<file path="config.mk">
export PLATFORM = sky130hd
export DESIGN_NAME = rv0_idu_flat
export DESIGN_NICKNAME = d
export VERILOG_FILES = /design/src/rtl/rv0_pkg.sv /design/src/rtl/rv0_idu_if.sv /design/src/rtl/rv0_idu_imm.sv /design/src/rtl/rv0_idu.sv /design/src/flat_wrapper.sv
export SDC_FILE = /design/constraint.sdc
export NUM_CORES = 1
export LEC_CHECK = 0
export ABC_AREA = 0
export CAP_MARGIN = 20
export CORE_AREA = 2 2 88 123
export CTS_CLUSTER_DIAMETER = 60
export DETAILED_ROUTE_END_ITERATION = 6
export DIE_AREA = 0 0 90 125
export PLACE_DENSITY = 0.8
export SLEW_MARGIN = 10
export SYNTH_ARGS = -nofsm -noshare
export SYNTH_HDL_FRONTEND = slang
export SYNTH_SLANG_ARGS = --single-unit
</file>
<file path="constraint.sdc">
create_clock -name clk_i -period 4.6 [get_ports clk_i]
set_clock_uncertainty 0.1 [all_clocks]
set_input_delay 0.92 -clock clk_i [delete_from_list [all_inputs] [get_ports clk_i]]
set_output_delay 0.92 -clock clk_i [all_outputs]
set_load 0.01 [all_outputs]
</file>
<file path="src/rtl/rv0_pkg.sv">
// rv0_pkg: shared types for the rv0 decode unit.
//   rv0_dec_op_e  - operation class handed to the execute unit
//   rv0_alu_op_e  - ALU function
//   rv0_imm_fmt_e - immediate format selector for rv0_idu_imm
//   OPC_*         - RV32I base opcodes
//   alu_from_f3   - maps funct3 (+ alternate bit) to an ALU function
`timescale 1ns/1ps
package rv0_pkg;

    typedef enum logic [3:0] {
        OP_NOP, OP_ALU, OP_LOAD, OP_STORE, OP_BRANCH, OP_JAL, OP_JALR, OP_CSR, OP_SYS
    } rv0_dec_op_e;

    typedef enum logic [3:0] {
        ALU_ADD, ALU_SUB, ALU_SLL, ALU_SLT, ALU_SLTU, ALU_XOR,
        ALU_SRL, ALU_SRA, ALU_OR, ALU_AND, ALU_PASSB
    } rv0_alu_op_e;

    typedef enum logic [2:0] {
        IMM_NONE, IMM_I, IMM_S, IMM_B, IMM_U, IMM_J
    } rv0_imm_fmt_e;

    localparam logic [6:0] OPC_LUI      = 7'b0110111;
    localparam logic [6:0] OPC_AUIPC    = 7'b0010111;
    localparam logic [6:0] OPC_JAL      = 7'b1101111;
    localparam logic [6:0] OPC_JALR     = 7'b1100111;
    localparam logic [6:0] OPC_BRANCH   = 7'b1100011;
    localparam logic [6:0] OPC_LOAD     = 7'b0000011;
    localparam logic [6:0] OPC_STORE    = 7'b0100011;
    localparam logic [6:0] OPC_OP_IMM   = 7'b0010011;
    localparam logic [6:0] OPC_OP       = 7'b0110011;
    localparam logic [6:0] OPC_MISC_MEM = 7'b0001111;
    localparam logic [6:0] OPC_SYSTEM   = 7'b1110011;

    // alt selects SUB over ADD (funct3 0) and SRA over SRL (funct3 5).
    function automatic rv0_alu_op_e alu_from_f3(input logic [2:0] f3, input logic alt);
        case (f3)
            3'd0:    alu_from_f3 = alt ? ALU_SUB : ALU_ADD;
            3'd1:    alu_from_f3 = ALU_SLL;
            3'd2:    alu_from_f3 = ALU_SLT;
            3'd3:    alu_from_f3 = ALU_SLTU;
            3'd4:    alu_from_f3 = ALU_XOR;
            3'd5:    alu_from_f3 = alt ? ALU_SRA : ALU_SRL;
            3'd6:    alu_from_f3 = ALU_OR;
            default: alu_from_f3 = ALU_AND;
        endcase
    endfunction

endpackage

</file>
<file path="src/rtl/rv0_idu_if.sv">
// rv0_idu_if: fetch-side and execute-side handshake bundle of the decode unit.
//   master - the environment (fetch drives insn_*, execute drives dec_ack_i)
//   slave  - the decode unit
`timescale 1ns/1ps
interface rv0_idu_if #(
    parameter int XLEN = 32
);
    import rv0_pkg::*;

    logic [31:0]      insn_i;
    logic [XLEN-1:0]  addr_i;
    logic             insn_rdy_i;
    logic             insn_ack_o;

    logic             dec_rdy_o;
    logic             dec_ack_i;
    logic [XLEN-1:0]  dec_addr_o;
    logic [4:0]       dec_rs1_o;
    logic [4:0]       dec_rs2_o;
    logic [4:0]       dec_rd_o;
    logic [XLEN-1:0]  dec_imm_o;
    rv0_dec_op_e      dec_op_o;
    rv0_alu_op_e      dec_alu_o;
    logic             dec_src_a_o;
    logic             dec_src_b_o;
    logic             dec_we_o;
    logic [1:0]       dec_mem_size_o;
    logic             dec_mem_uns_o;
    logic             dec_illegal_o;

    modport master (
        output insn_i, addr_i, insn_rdy_i, dec_ack_i,
        input  insn_ack_o, dec_rdy_o, dec_addr_o, dec_rs1_o, dec_rs2_o, dec_rd_o,
               dec_imm_o, dec_op_o, dec_alu_o, dec_src_a_o, dec_src_b_o, dec_we_o,
               dec_mem_size_o, dec_mem_uns_o, dec_illegal_o
    );

    modport slave (
        input  insn_i, addr_i, insn_rdy_i, dec_ack_i,
        output insn_ack_o, dec_rdy_o, dec_addr_o, dec_rs1_o, dec_rs2_o, dec_rd_o,
               dec_imm_o, dec_op_o, dec_alu_o, dec_src_a_o, dec_src_b_o, dec_we_o,
               dec_mem_size_o, dec_mem_uns_o, dec_illegal_o
    );

endinterface

</file>
<file path="src/rtl/rv0_idu_imm.sv">
// rv0_idu_imm: combinational RV32I immediate generator.
//   insn - instruction bits [31:7] (the opcode never contributes)
//   fmt  - immediate format
//   imm  - immediate sign-extended from insn[31] to XLEN
`timescale 1ns/1ps
module rv0_idu_imm
    import rv0_pkg::*;
#(
    parameter int XLEN = 32
) (
    input  logic [31:7]     insn,
    input  rv0_imm_fmt_e    fmt,
    output logic [XLEN-1:0] imm
);

    logic signed [31:0] imm32;

    always_comb begin
        case (fmt)
            IMM_I:   imm32 = {{21{insn[31]}}, insn[30:20]};
            IMM_S:   imm32 = {{21{insn[31]}}, insn[30:25], insn[11:7]};
            IMM_B:   imm32 = {{20{insn[31]}}, insn[7], insn[30:25], insn[11:8], 1'b0};
            IMM_U:   imm32 = {insn[31:12], 12'b0};
            IMM_J:   imm32 = {{12{insn[31]}}, insn[19:12], insn[20], insn[30:21], 1'b0};
            default: imm32 = '0;
        endcase
    end

    // Signed size cast widens by sign extension.
    assign imm = XLEN'(imm32);

endmodule

</file>
<file path="src/rtl/rv0_idu.sv">
// rv0_idu: RV32I instruction decode unit with a single-entry output register.
//   clk_i, rst_ni - clock, asynchronous active-low reset
//   idu_flush_i   - drop the held entry and block the current input
//   ct_trans_i    - control transfer taken, same effect as flush
//   bus (slave)   - insn_*/addr_i from fetch, dec_* to execute
// Parameters: XLEN integer/address width, FLEN floating-point width (no FP decode here).
`timescale 1ns/1ps
module rv0_idu
    import rv0_pkg::*;
#(
    parameter int XLEN = 32,
    parameter int FLEN = 32
) (
    input  logic     clk_i,
    input  logic     rst_ni,
    input  logic     idu_flush_i,
    input  logic     ct_trans_i,
    rv0_idu_if.slave bus
);

    if (XLEN < 32 || (FLEN != 32 && FLEN != 64)) begin : g_param_chk
        $error("rv0_idu: XLEN must be >= 32 and FLEN 32 or 64");
    end

    logic [31:0]     insn_p0;
    logic [6:0]      opc_p0, f7_p0;
    logic [2:0]      f3_p0;
    rv0_dec_op_e     op_p0;
    rv0_alu_op_e     alu_p0;
    rv0_imm_fmt_e    fmt_p0;
    logic [4:0]      rs1_p0, rs2_p0, rd_p0;
    logic            src_a_p0, src_b_p0, uns_p0, ill_p0;
    logic [1:0]      size_p0;
    logic [XLEN-1:0] imm_fmt_p0, imm_p0;

    assign insn_p0 = bus.insn_i;
    assign opc_p0  = insn_p0[6:0];
    assign f3_p0   = insn_p0[14:12];
    assign f7_p0   = insn_p0[31:25];

    rv0_idu_imm #(.XLEN(XLEN)) u_imm (
        .insn (insn_p0[31:7]),
        .fmt  (fmt_p0),
        .imm  (imm_fmt_p0)
    );

    // ---- stage p0: field decode ----
    always_comb begin
        op_p0    = OP_NOP;
        alu_p0   = ALU_ADD;
        fmt_p0   = IMM_NONE;
        rs1_p0   = '0;
        rs2_p0   = '0;
        rd_p0    = '0;
        src_a_p0 = 1'b0;
        src_b_p0 = 1'b0;
        size_p0  = 2'b00;
        uns_p0   = 1'b0;
        ill_p0   = 1'b0;
        if (insn_p0[1:0] != 2'b11) begin
            ill_p0 = 1'b1;
        end else begin
            case (opc_p0)
                OPC_LUI: begin
                    op_p0 = OP_ALU; alu_p0 = ALU_PASSB; fmt_p0 = IMM_U;
                    rd_p0 = insn_p0[11:7]; src_b_p0 = 1'b1;
                end
                OPC_AUIPC: begin
                    op_p0 = OP_ALU; fmt_p0 = IMM_U; rd_p0 = insn_p0[11:7];
                    src_a_p0 = 1'b1; src_b_p0 = 1'b1;
                end
                OPC_JAL: begin
                    op_p0 = OP_JAL; fmt_p0 = IMM_J; rd_p0 = insn_p0[11:7];
                    src_a_p0 = 1'b1; src_b_p0 = 1'b1;
                end
                OPC_JALR: begin
                    ill_p0 = (f3_p0 != 3'd0);
                    op_p0 = OP_JALR; fmt_p0 = IMM_I; src_b_p0 = 1'b1;
                    rs1_p0 = insn_p0[19:15]; rd_p0 = insn_p0[11:7];
                end
                OPC_BRANCH: begin
                    ill_p0 = (f3_p0[2:1] == 2'b01);
                    op_p0 = OP_BRANCH; fmt_p0 = IMM_B;
                    rs1_p0 = insn_p0[19:15]; rs2_p0 = insn_p0[24:20];
                    // EQ/NE compare by subtraction, LT/GE and LTU/GEU by set-less-than.
                    alu_p0 = !f3_p0[2] ? ALU_SUB : (!f3_p0[1] ? ALU_SLT : ALU_SLTU);
                end
                OPC_LOAD: begin
                    ill_p0 = (f3_p0 == 3'd3) || (f3_p0[2:1] == 2'b11);
                    op_p0 = OP_LOAD; fmt_p0 = IMM_I; src_b_p0 = 1'b1;
                    rs1_p0 = insn_p0[19:15]; rd_p0 = insn_p0[11:7];
                    size_p0 = f3_p0[1:0]; uns_p0 = f3_p0[2];
                end
                OPC_STORE: begin
                    ill_p0 = f3_p0[2] || (f3_p0[1:0] == 2'b11);
                    op_p0 = OP_STORE; fmt_p0 = IMM_S; src_b_p0 = 1'b1;
                    rs1_p0 = insn_p0[19:15]; rs2_p0 = insn_p0[24:20];
                    size_p0 = f3_p0[1:0];
                end
                OPC_OP_IMM: begin
                    ill_p0 = ((f3_p0 == 3'd1) && (f7_p0 != 7'h00)) ||
                             ((f3_p0 == 3'd5) && (f7_p0 != 7'h00) && (f7_p0 != 7'h20));
                    op_p0 = OP_ALU; fmt_p0 = IMM_I; src_b_p0 = 1'b1;
                    rs1_p0 = insn_p0[19:15]; rd_p0 = insn_p0[11:7];
                    // funct7 only qualifies the right shift; ADDI has no SUB form.
                    alu_p0 = alu_from_f3(f3_p0, (f3_p0 == 3'd5) && f7_p0[5]);
                end
                OPC_OP: begin
                    ill_p0 = ((f7_p0 != 7'h00) && (f7_p0 != 7'h20)) ||
                             ((f7_p0 == 7'h20) && (f3_p0 != 3'd0) && (f3_p0 != 3'd5));
                    op_p0 = OP_ALU; alu_p0 = alu_from_f3(f3_p0, f7_p0[5]);
                    rs1_p0 = insn_p0[19:15]; rs2_p0 = insn_p0[24:20]; rd_p0 = insn_p0[11:7];
                end
                OPC_MISC_MEM: begin
                    ill_p0 = (f3_p0 != 3'd0);
                end
                OPC_SYSTEM: begin
                    if (f3_p0 == 3'd0) begin
                        ill_p0 = (insn_p0 != 32'h0000_0073) && (insn_p0 != 32'h0010_0073);
                        op_p0 = OP_SYS; fmt_p0 = IMM_I;
                    end else begin
                        ill_p0 = (f3_p0 == 3'd4);
                        op_p0 = OP_CSR; fmt_p0 = IMM_I;
                        rs1_p0 = insn_p0[19:15]; rd_p0 = insn_p0[11:7];
                        alu_p0 = (f3_p0[1:0] == 2'b01) ? ALU_PASSB :
                                 (f3_p0[1:0] == 2'b10) ? ALU_OR : ALU_AND;
                    end
                end
                default: ill_p0 = 1'b1;
            endcase
        end
        // Illegal entries travel as a NOP carrying the raw word.
        if (ill_p0) begin
            op_p0 = OP_NOP; alu_p0 = ALU_ADD; fmt_p0 = IMM_NONE;
            rs1_p0 = '0; rs2_p0 = '0; rd_p0 = '0;
            src_a_p0 = 1'b0; src_b_p0 = 1'b0; size_p0 = 2'b00; uns_p0 = 1'b0;
        end
    end

    assign imm_p0 = ill_p0 ? XLEN'(insn_p0) : imm_fmt_p0;

    logic flush, in_xfer, out_xfer, vld_p1;

    assign flush          = idu_flush_i | ct_trans_i;
    assign bus.insn_ack_o = !flush && (!vld_p1 || bus.dec_ack_i);
    assign in_xfer        = bus.insn_rdy_i && bus.insn_ack_o;
    assign out_xfer       = vld_p1 && bus.dec_ack_i;

    // ---- stage p1: output register ----
    always_ff @(posedge clk_i or negedge rst_ni) begin
        if (!rst_ni)       vld_p1 <= 1'b0;
        else if (flush)    vld_p1 <= 1'b0;
        else if (in_xfer)  vld_p1 <= 1'b1;
        else if (out_xfer) vld_p1 <= 1'b0;
    end

    logic [XLEN-1:0] addr_p1, imm_p1;
    logic [4:0]      rs1_p1, rs2_p1, rd_p1;
    rv0_dec_op_e     op_p1;
    rv0_alu_op_e     alu_p1;
    logic            src_a_p1, src_b_p1, we_p1, uns_p1, ill_p1;
    logic [1:0]      size_p1;

    always_ff @(posedge clk_i or negedge rst_ni) begin
        if (!rst_ni) begin
            addr_p1 <= '0; imm_p1 <= '0;
            rs1_p1 <= '0; rs2_p1 <= '0; rd_p1 <= '0;
            op_p1 <= OP_NOP; alu_p1 <= ALU_ADD;
            src_a_p1 <= 1'b0; src_b_p1 <= 1'b0; we_p1 <= 1'b0;
            size_p1 <= 2'b00; uns_p1 <= 1'b0; ill_p1 <= 1'b0;
        end else if (in_xfer) begin
            addr_p1 <= bus.addr_i; imm_p1 <= imm_p0;
            rs1_p1 <= rs1_p0; rs2_p1 <= rs2_p0; rd_p1 <= rd_p0;
            op_p1 <= op_p0; alu_p1 <= alu_p0;
            src_a_p1 <= src_a_p0; src_b_p1 <= src_b_p0;
            // rd is already cleared for non-writing and illegal entries.
            we_p1 <= (rd_p0 != 5'd0);
            size_p1 <= size_p0; uns_p1 <= uns_p0; ill_p1 <= ill_p0;
        end
    end

    assign bus.dec_rdy_o      = vld_p1;
    assign bus.dec_addr_o     = addr_p1;
    assign bus.dec_rs1_o      = rs1_p1;
    assign bus.dec_rs2_o      = rs2_p1;
    assign bus.dec_rd_o       = rd_p1;
    assign bus.dec_imm_o      = imm_p1;
    assign bus.dec_op_o       = op_p1;
    assign bus.dec_alu_o      = alu_p1;
    assign bus.dec_src_a_o    = src_a_p1;
    assign bus.dec_src_b_o    = src_b_p1;
    assign bus.dec_we_o       = we_p1;
    assign bus.dec_mem_size_o = size_p1;
    assign bus.dec_mem_uns_o  = uns_p1;
    assign bus.dec_illegal_o  = ill_p1;

endmodule

</file>
<file path="src/flat_wrapper.sv">
// flat-port wrapper written by rule: the top's interface ports become plain ports
module rv0_idu_flat import rv0_pkg::*;
#(
    parameter int XLEN = 32,
    parameter int FLEN = 32
)
  (clk_i, rst_ni, idu_flush_i, ct_trans_i, bus_insn_i, bus_addr_i, bus_insn_rdy_i, bus_dec_ack_i, bus_insn_ack_o, bus_dec_rdy_o, bus_dec_addr_o, bus_dec_rs1_o, bus_dec_rs2_o, bus_dec_rd_o, bus_dec_imm_o, bus_dec_op_o, bus_dec_alu_o, bus_dec_src_a_o, bus_dec_src_b_o, bus_dec_we_o, bus_dec_mem_size_o, bus_dec_mem_uns_o, bus_dec_illegal_o);
  rv0_idu_if #(.XLEN(XLEN)) bus_i ();
  input  logic clk_i;
  input  logic rst_ni;
  input  logic idu_flush_i;
  input  logic ct_trans_i;
  input wire logic [$bits(bus_i.insn_i)-1:0] bus_insn_i;
  input wire logic [$bits(bus_i.addr_i)-1:0] bus_addr_i;
  input wire logic [$bits(bus_i.insn_rdy_i)-1:0] bus_insn_rdy_i;
  input wire logic [$bits(bus_i.dec_ack_i)-1:0] bus_dec_ack_i;
  output wire logic [$bits(bus_i.insn_ack_o)-1:0] bus_insn_ack_o;
  output wire logic [$bits(bus_i.dec_rdy_o)-1:0] bus_dec_rdy_o;
  output wire logic [$bits(bus_i.dec_addr_o)-1:0] bus_dec_addr_o;
  output wire logic [$bits(bus_i.dec_rs1_o)-1:0] bus_dec_rs1_o;
  output wire logic [$bits(bus_i.dec_rs2_o)-1:0] bus_dec_rs2_o;
  output wire logic [$bits(bus_i.dec_rd_o)-1:0] bus_dec_rd_o;
  output wire logic [$bits(bus_i.dec_imm_o)-1:0] bus_dec_imm_o;
  output wire logic [$bits(bus_i.dec_op_o)-1:0] bus_dec_op_o;
  output wire logic [$bits(bus_i.dec_alu_o)-1:0] bus_dec_alu_o;
  output wire logic [$bits(bus_i.dec_src_a_o)-1:0] bus_dec_src_a_o;
  output wire logic [$bits(bus_i.dec_src_b_o)-1:0] bus_dec_src_b_o;
  output wire logic [$bits(bus_i.dec_we_o)-1:0] bus_dec_we_o;
  output wire logic [$bits(bus_i.dec_mem_size_o)-1:0] bus_dec_mem_size_o;
  output wire logic [$bits(bus_i.dec_mem_uns_o)-1:0] bus_dec_mem_uns_o;
  output wire logic [$bits(bus_i.dec_illegal_o)-1:0] bus_dec_illegal_o;
  assign bus_i.insn_i = bus_insn_i;
  assign bus_i.addr_i = bus_addr_i;
  assign bus_i.insn_rdy_i = bus_insn_rdy_i;
  assign bus_i.dec_ack_i = bus_dec_ack_i;
  assign bus_insn_ack_o = bus_i.insn_ack_o;
  assign bus_dec_rdy_o = bus_i.dec_rdy_o;
  assign bus_dec_addr_o = bus_i.dec_addr_o;
  assign bus_dec_rs1_o = bus_i.dec_rs1_o;
  assign bus_dec_rs2_o = bus_i.dec_rs2_o;
  assign bus_dec_rd_o = bus_i.dec_rd_o;
  assign bus_dec_imm_o = bus_i.dec_imm_o;
  assign bus_dec_op_o = bus_i.dec_op_o;
  assign bus_dec_alu_o = bus_i.dec_alu_o;
  assign bus_dec_src_a_o = bus_i.dec_src_a_o;
  assign bus_dec_src_b_o = bus_i.dec_src_b_o;
  assign bus_dec_we_o = bus_i.dec_we_o;
  assign bus_dec_mem_size_o = bus_i.dec_mem_size_o;
  assign bus_dec_mem_uns_o = bus_i.dec_mem_uns_o;
  assign bus_dec_illegal_o = bus_i.dec_illegal_o;
  rv0_idu #(.XLEN(XLEN), .FLEN(FLEN)) u_core (.clk_i(clk_i), .rst_ni(rst_ni), .idu_flush_i(idu_flush_i), .ct_trans_i(ct_trans_i), .bus(bus_i));
endmodule
</file>
==> run metrics <==
outcome completed; fmax 0.264 GHz; RSZ-0062 raised after global routing no; critical path peak fanout 12; layout cells sized above 1 6.19%; DRC Markers 0; Horiz. Die Dim 90 um; register-to-register setup slack approximately 2.2 ns; filler cell count 864; Synth Area in Compound Gates 19.4%; simple-gate share of the synthesized area 22.1%; initial antenna violation count 0; Post-CTS Hold Fix Bufs 0; Worst Hold Depth 2; routability cong. 0.909; DRT Pass-1 Iters 5; htree depth 3; Core ar. 10200 um2; Synth area leaders dfrtp_1 (53%), nand2_1 (12%), a221o_1 (4.3%); Core Rows 44; Max Root-Sink Buffers 2; first-pass GRT wire length approximately 22 mm; Critical Path AT between 3 and 4 ns; total gr overflow 0; synth warn 0; sequential area share after synthesis 53.3%; Yosys cell types 53; post-synthesis xor/xnor area fraction 0.196%; P per Cell Area 355 nW/um2; dpl ws between 0.4 and 0.5 ns; Hold Path End u_core.bus.dec_addr_o[11]; max-cap violations 0; Via-to-Cell Ratio between 5 and 6; post-CTS sizing 0; Setup WS post-layout 0.811 ns; asr flop ratio synth 100%; Mean Syn Cell Area 9.49 um2; Final Max Slew Viols 0; Antenna Violating Nets Remaining 0; period utilization 82.4%; DP HPWL 9.89 mm; Setup crit end kind register; Req. time, crit path 4.73 ns; Period minus WS final about 3.8 ns; CTS tree built; final hold viol count 0; Die ar. 11300 um2; HP Class reg2reg; setup TNS 0 ns; total detailed-routing wirelength 13.4 mm; final core occ 64.2%; Lkg Pwr between 2 and 3 nW; largest family of logic cells by synthesized area simple AND/OR/NAND/NOR gates; number of global-route vias before repair 4311; Setup crit start kind input pin; maximum vdd drop 0.216 mV; WL/cell 17.5 um; CTS Sinks 95; Worst Hold Launch u_core.bus.dec_addr_o[11]; Yosys top cell area share 53.3%; cell accounting for the most synthesized area dfrtp_1; Setup crit start bus_insn_i[13]; # port buffers 165; terminus of the critical flop-to-flop path u_core.bus.dec_src_b_o; cells after synthesis 470; Die Y 125 um; Synth Area in Adders 1.12%; total power between 0.002 and 0.0025 W; total track usage approximately a quarter; Worst-Margin Slew 0.911 ns; largest net degree at the start of global routing 75; Reg2Reg Depth 5; area grow syn2layout 47.4%; Post-CTS Setup Bufs 0; r2r startpoint u_core.bus.dec_rdy_o; Setup-failing EPs final 0; synthesized flop and latch total 95; clock-pin slew on the worst setup and hold paths roughly 0.070 ns; relative slew slack 37.7%; IO Count 166; root buffer cell clkbuf_16; number of synthesized flops with an enable pin 0; WS Path Type in2reg; count of antenna diodes in the layout 0; Num CTS Buffers 9; NumNets Final 699; Net Count, Synth 544; iteration-0 DRC count of the detailed router approximately 280; Clock Latency Late Sink 0.35 ns; total number of vias about 4300; post-synthesis mux area share 0.449%; predominant post-synthesis flop cell dfrtp_1; Hold Slack 0.376 ns; Initial Utilization 43.5%; Post-Syn Area 4460 um2
cell usage after synthesis, drive strengths merged, types with 3 or more instances:
cell and instances:
dfrtp 95, a221o 19, a211o 3, nor2b 6, nand3 15, ha 4
nor2 21, o311ai 5, or4 4, inv 7, o31ai 7, buf 7
o21ai 18, nand2 139, nand2b 7, and3 4, a2bb2oi 3, a31oi 4
nor3 8, clkbuf 25, a32o 13, a22o 5, nand4 7, nor4 3
a21oi 12
layout by cell type, fill, tap and decap left out, drive strengths merged, types with 4 or more instances in the layout:
cell and instances:
o31ai 7, nand3 15, a21oi 12, o311ai 5
or4 4, nor2b 6, nor3 8, a221o 19
a31oi 4, a32o 13, inv 11, nand2 139
nand2b 7, clkdlybuf4s50 164, a22o 5, dfrtp 95
nor2 21, nand4 7, ha 4, clkbuf 9
buf 12, and3 4, o21ai 18
cells by family (layout without fill, tap and decap cells):
family,Yosys count,count (layout)
adders and majority gates,4,4
and+or+nand+nor,221,221
xor gates and xnor gates,1,1
muxes,2,2
buffers and inverters,39,199
DFF,95,95
AOI/OAI and AO/OA,108,108
through the flow:
stage / cell area, um2 / instances
after CTS: 6570 / 768
final: 6570 / 768
after global placement: 6250 / 752
after detailed placement: 6250 / 752
after global routing: 6570 / 768
after floorplan: 4460 / 470
area by class of cell:
cell class / instances / area, um2 / share of cell area (%)
flip-flops and latches: 95 / 2380 / 36.2
multi-input cells: 336 / 1940 / 29.5
repair buffers: 176 / 1730 / 26.3
clock buffers: 9 / 225 / 3.43
well taps: 138 / 173 / 2.63
clock inverters: 7 / 103 / 1.56
inverters: 7 / 26.3 / 0.400
sequential cells by signal, indices dropped and copies added, names as in the netlist:
register,cells
u_core.bus.dec_mem_size_o,2
u_core.bus.dec_rd_o,5
u_core.bus.dec_rdy_o,1
u_core.bus.dec_imm_o,32
u_core.bus.dec_alu_o,4
u_core.bus.dec_src_a_o,1
u_core.bus.dec_op_o,4
u_core.bus.dec_addr_o,32
u_core.bus.dec_illegal_o,1
u_core.bus.dec_src_b_o,1
u_core.bus.dec_mem_uns_o,1
u_core.bus.dec_rs2_o,5
u_core.bus.dec_rs1_o,5
u_core.bus.dec_we_o,1
critical path: stages:
cell and delay, ns:
clkdlybuf4s50_1 0.56, inv_1 0.18, ha_1 0.28, nand2b_1 0.16, nor4_1 0.28, nand4_1 0.15
a211oi_2 0.36, nand3_2 0.28, o21a_1 0.40, a221o_1 0.34
power breakdown:
part / total (W) / internal, W / switching, W / leakage, nW
registers: 0.000991 / 0.000935 / 0.0000559 / 1.22
clock network: 0.000816 / 0.000484 / 0.000332 / 0.157
logic: 0.000524 / 0.000293 / 0.000231 / 1.50
total: 0.00233 / 0.00171 / 0.000619 / 2.88
worst max path at each step:
| stage | end | slack [ns] | depth (start not counted) |
|---|---|---|---|
| floorplan | u_core.bus.dec_imm_o[20] | 1.52 | 8 |
| global placement | u_core.bus.dec_rs2_o[0] | 0.63 | 10 |
| detailed placement | u_core.bus.dec_rs1_o[3] | 0.48 | 10 |
| CTS | u_core.bus.dec_rs1_o[3] | 0.82 | 10 |
| global route | u_core.bus.dec_rs1_o[3] | 0.58 | 10 |
| finish | u_core.bus.dec_imm_o[28] | 0.81 | 10 |
routing by layer:
layer / wire length [um] / track usage, % / part of all wire (%)
met2: 6690 / 41.3 / 50
met3: 755 / 3.92 / 5.6
met5: 0 / 0 / 0
met1: 5600 / 29.9 / 42
met4: 385 / 11.0 / 2.9
Note: power is estimated with default switching activity, not from simulation.
